### src/rtl/unary_add_multi.sv
// unary_add_multi: multi-lane unary accumulator modulo MOD with serial unary emission.
// Define UNARY_ADD_SAT_EN to saturate at MOD-1 on overflow instead of wrapping.
module unary_add_multi #(
  parameter int LANES = 2,
  parameter int MOD = 6,
  parameter int CW = 3
) (
  input  logic             clk,
  input  logic             rst_n,
  input  logic             en,
  input  logic             read_or_write,
  input  logic [LANES-1:0] din,
  output logic             dout,
  output logic             C,
  output logic             done,
  output logic [CW-1:0]    count
);
  localparam logic [CW:0] MODW = (CW+1)'(MOD);
  logic [CW:0] pop, sum, acc;
  logic wrap;
  always_comb begin
    pop = '0;
    for (int i = 0; i < LANES; i++) pop = pop + (CW+1)'(din[i]);
    sum = {1'b0, count} + pop;
    wrap = sum >= MODW;
`ifdef UNARY_ADD_SAT_EN
    acc = wrap ? MODW - 1'b1 : sum;
`else
    acc = wrap ? sum - MODW : sum;
`endif
  end
  always_ff @(posedge clk) begin
    if (!rst_n) begin
      count <= '0;
      dout <= 1'b0;
      C <= 1'b0;
      done <= 1'b0;
    end else begin
      dout <= en && read_or_write && count != '0;
      done <= en && read_or_write && count == CW'(1);
      C <= en && !read_or_write && wrap;
      if (en) count <= read_or_write ? (count != '0 ? count - 1'b1 : count) : CW'(acc);
    end
  end
endmodule

### config.mk
export PLATFORM = sky130hd
export DESIGN_NAME = unary_add_multi
export DESIGN_NICKNAME = d
export VERILOG_FILES = /design/src/rtl/unary_add_multi.sv
export SDC_FILE = /design/constraint.sdc
export NUM_CORES = 1
export LEC_CHECK = 0
export BUFFER_PORTS_ARGS = -buffer_cell sky130_fd_sc_hd__buf_4
export CORE_MARGIN = 5
export CORE_UTILIZATION = 30
export CTS_BUF_LIST = sky130_fd_sc_hd__clkbuf_8
export CTS_CLUSTER_DIAMETER = 120
export CTS_CLUSTER_SIZE = 16
export DETAILED_ROUTE_END_ITERATION = 8
export GPL_ROUTABILITY_DRIVEN = 0
export PLACE_DENSITY = 0.61
export RECOVER_POWER = 100
export SLEW_MARGIN = 10
export SYNTH_ARGS = -nofsm -noshare
export SYNTH_HDL_FRONTEND = slang
export SYNTH_SLANG_ARGS = --single-unit
### constraint.sdc
create_clock -name clk -period 2.33 [get_ports clk]
set_clock_uncertainty 0.1 [all_clocks]
set_input_delay 0.466 -clock clk [delete_from_list [all_inputs] [get_ports clk]]
set_output_delay 0.466 -clock clk [all_outputs]
set_load 0.05 [all_outputs]
[After elaboration in Yosys (flattened, before gate mapping)]
Cells that the tools add are included.
Storage, ports and cells
  word-level logic and storage cells: 22
  bits of input ports: 6
  register bits after elaboration: 6
Operators by class
  reduce and logical (&&, ||, !) cells: 8
  $lt $le $gt $ge: 1
  add/subtract/negate cells: 4
  equal/unequal tests: 2
  multiplexer cells: 3
Operators with widths (number)
  two-way mux 3 bit: 3
  logical AND 1 bit: 5
  adder 3 x 2 -> 4 bit: 1
  >= comparator 4 x 3 -> 1 bit, second input constant: 1
  == test 3 x 1 -> 1 bit, second input constant: 1
  nonzero test 3 bit: 1
  subtractor 3 x 1 -> 3 bit, second input constant: 1
  subtractor 3 bit, second input constant: 1
  adder 1 x 1 -> 2 bit: 1
  != test 2 x 1 -> 1 bit, second input constant: 1
  AND reduction 2 bit: 1
  zero test 1 bit: 1

[Longest topological paths before layout]
  depth after elaboration: 5
  gate-level depth with buffers: 8

[Worst setup path after synthesis]
No wires, ideal clock.
  path type: reg-to-reg
  from: register count[0]
  to: register count[1]
  data required time: 2095 ps
  arrival: 2143 ps
  stages on the path, launching flop included: 9
  slack: -49 ps
  setup time: 135 ps
  path through: dfxtp_1 > inv_1 > fa_1 > inv_1 > ha_1 > nor2b_2 > or2_1 > o311ai_1 > a221oi_2
Between the ends
  word-level cells in the longest chain between the ends: 4
  elaborated cells between the ends (all ways): 10
Ends and longest elaborated chain
  from (decl): RTL line 16  | output logic [CW-1:0] count
  from (signal assigned): RTL line 42  | if (en) count <= read_or_write ? (count != '0 ? count - 1'b1 : count) : CW'(acc);
  adder 3 x 2 -> 4 bit: RTL line 24  | sum = {1'b0, count} + pop;
  >= comparator 4 x 3 -> 1 bit or subtractor 3 bit (tied branches): RTL line 25, 29
  two-way mux 3 bit: RTL line 29  | acc = wrap ? sum - MODW : sum;
  two-way mux 3 bit: RTL line 42
Parallel ways exist; a longest one is shown, timed or not. The select of a mux whose other input is x is not followed.
A chain may end at the register's enable or synchronous reset.

[Worst setup path after layout]
Ends and elaborated chain as after synthesis.

==> reports/metrics.csv <==
metric,value,unit
worstSetupStartpointType,flip-flop,
die_area,2350,sq um
path_clk_slew,0.04,ns
vias,408,
core,1350,sq um
worstHoldStart,read_or_write,
syn_avg_cell_area,8.71,sq um
hold_path.class,primary input to flip-flop,
synthXorXnorAreaFrac,0,%
cts_root_buf,clkbuf_8,
status,"finished, final reports clean",
htree_levels,1,
synth.area.mux_share,0,%
vias_per_cell,5.23,
grt_antenna_before_repair,0,
period_share,89.3,%
wl,916,microns
rows,13,
wire_per_inst,11.7,microns
r2r_cells,8,
drc,0,
synth_fp_nets,62,
portBuffers,11,
slew_violations,0,
netlist_instances,51,
synth_top_family_by_area,compound AO/OA/AOI/OAI gates,
synth_area,444,sq um
arrival,2.06,ns
layout_common_cells,"inv_1 (8), a21oi_1 (8), clkbuf_1 (6)",
cts_sinks,6,
hold_viol,0,
critPathRequiredTime,2.31,ns
grt_pass1_vias,398,
rrSetupSlack,0.25,ns
die_x,48.5,microns
hpwl,710,microns
p_switching,0.140,mW
rsz0062_at_grt,no,
layout-drive-gt1-share,22.2,%
clock_latency,0.22,ns
grt_pass1_wl,1640,microns
clock_power_share,36.8,%
power_switching_share,33.9,%
p_total,0.411,mW
r2r_start,count[0],
yosysSeqAreaShare,27.0,%
r2r-end,count[1],
die-height,48.5,microns
ys_warn_count,0,
timing.final.crit_period,2.08,ns
drv_cap,0,
p_int,0.272,mW
cts-resized-gates,0,
synth-simple-area-share,16.1,%
cts_hold_buffers,0,
path_class,flip-flop to flip-flop,
slew_headroom,60.4,%
antenna_left,0,
holdPathStages,2,
end_kind,flip-flop,
diodes,0,
ys_ff_latch,6,
cts_tree,done,
min_to,C,
final_nets,76,
syn_to_final_growth,21.4,%
ios,12,
synthAdderAreaFrac,15.8,%
start_util,32.9,%
finalSetupViolations,0,
power_leakage,0.222,nW
grt_overflow,0,
pwr-share-seq,30.3,%
grt_max_degree,11,
synth_compound_area_share,28.5,%
yosysUniqueCellTypes,26,
track_usage,8.71,%
dr.pass1.iters,4,
cts_setup_buffers,0,
fmax,481,MHz
vdd_drop_max,0.241,mV
comb_power_share,32.9,%
p_per_area,763,nW/um^2
drtIter0Drc,9,
cts_buffer_depth,2,
numCtsBuffers,3,
finalSetupTns,0,ns
worstMarginPinSlew,0.596,ns
cp_max_fo,7,
-- power groups by stage --
stage / logic, mW / clock network (mW) / registers, mW
2_1_floorplan: 0.0902 / 0 / 0.150
4_1_cts: 0.144 / 0.156 / 0.125
6_report: 0.135 / 0.152 / 0.125
5_1_grt: 0.151 / 0.163 / 0.126
3_5_place_dp: 0.143 / 0 / 0.126
3_3_place_gp: 0.143 / 0 / 0.127
-- worst max-delay path, cell delays in order, from the launching register on --
cell and delay [ns]:
dfxtp_2 0.34, inv_1 0.08, fa_1 0.41, inv_1 0.12, ha_1 0.30, nor2b_2 0.18
or2_1 0.20, o311ai_1 0.10, a221oi_2 0.10
-- worst max path at each step --
stage,startpoint,to,cells after the start
2_1_floorplan,count[0],count[1],8
3_3_place_gp,din[0],count[2],9
3_5_place_dp,din[0],count[1],9
4_1_cts,count[0],count[2],8
5_1_grt,count[0],count[2],8
6_report,count[0],count[1],8
-- stage by stage --
stage / util (%) / cell area (sq um) / worst slack, ns / instances / hold slack (ns)
after floorplan: - / 445 / 0.165 / 51 / 0.500
after global placement: 38.8 / 524 / 0.0579 / 75 / 0.457
after detailed placement: 38.8 / 524 / 0.0497 / 75 / 0.453
after CTS: 41.9 / 566 / 0.249 / 78 / 0.408
after global routing: 39.9 / 539 / 0.0898 / 78 / 0.425
final: 39.9 / 539 / 0.249 / 78 / 0.411
-- final cells by class --
class / count / area (sq um)
well taps: 15 / 18.8
multi-input cells: 34 / 264
repair buffers: 11 / 60.1
fillers: 148 / 811
clock buffers: 3 / 41.3
flip-flops and latches: 6 / 121
inverters: 9 / 33.8
-- synthesized netlist by cell type --
cell / number / area (sq um)
o21ai_0: 2 / 10.0
o21ai_2: 1 / 8.76
nand2_1: 2 / 7.51
o311ai_1: 1 / 8.76
buf_8: 1 / 15.0
a221oi_2: 1 / 15.0
nand3_1: 1 / 5.00
a21oi_1: 8 / 40.0
a2111oi_2: 1 / 15.0
inv_2: 2 / 7.51
nand4_1: 1 / 6.26
o221a_1: 1 / 11.3
nor2b_2: 1 / 8.76
o211ai_1: 1 / 7.51
or2_1: 2 / 12.5
nor2_1: 1 / 3.75
nor3b_1: 1 / 7.51
nor3_1: 1 / 5.00
buf_4: 1 / 7.51
a221o_1: 1 / 10.0
inv_1: 7 / 26.3
nand4b_1: 1 / 8.76
ha_1: 4 / 50.1
dfxtp_1: 6 / 120
fa_1: 1 / 20.0
nand2_2: 1 / 6.26
-- state kept, by name, indices dropped and copies added (netlist names) --
| register | count |
|---|---|
| count | 3 |
| C | 1 |
| done | 1 |
| dout | 1 |
-- metal layers --
metal | up-vias | share of wire, % | GRT usage [%]
li1 | 208 | - | -
met1 | 189 | 50 | 11.2
met2 | 9 | 43 | 11.7
met3 | 2 | 5.3 | 2.75
met4 | 0 | 1.3 | 6.73
met5 | - | 0 | 0
-- cells by family (layout without fill, tap and decap cells) --
logic type / after synthesis / after routing
adder cells (fa/ha/maj): 5 / 5
flip-flops: 6 / 6
AO/OA/AOI/OAI: 17 / 17
AND/OR/NAND/NOR: 12 / 12
buffers and inverters: 11 / 23
Note: power is estimated with default switching activity, not from simulation.
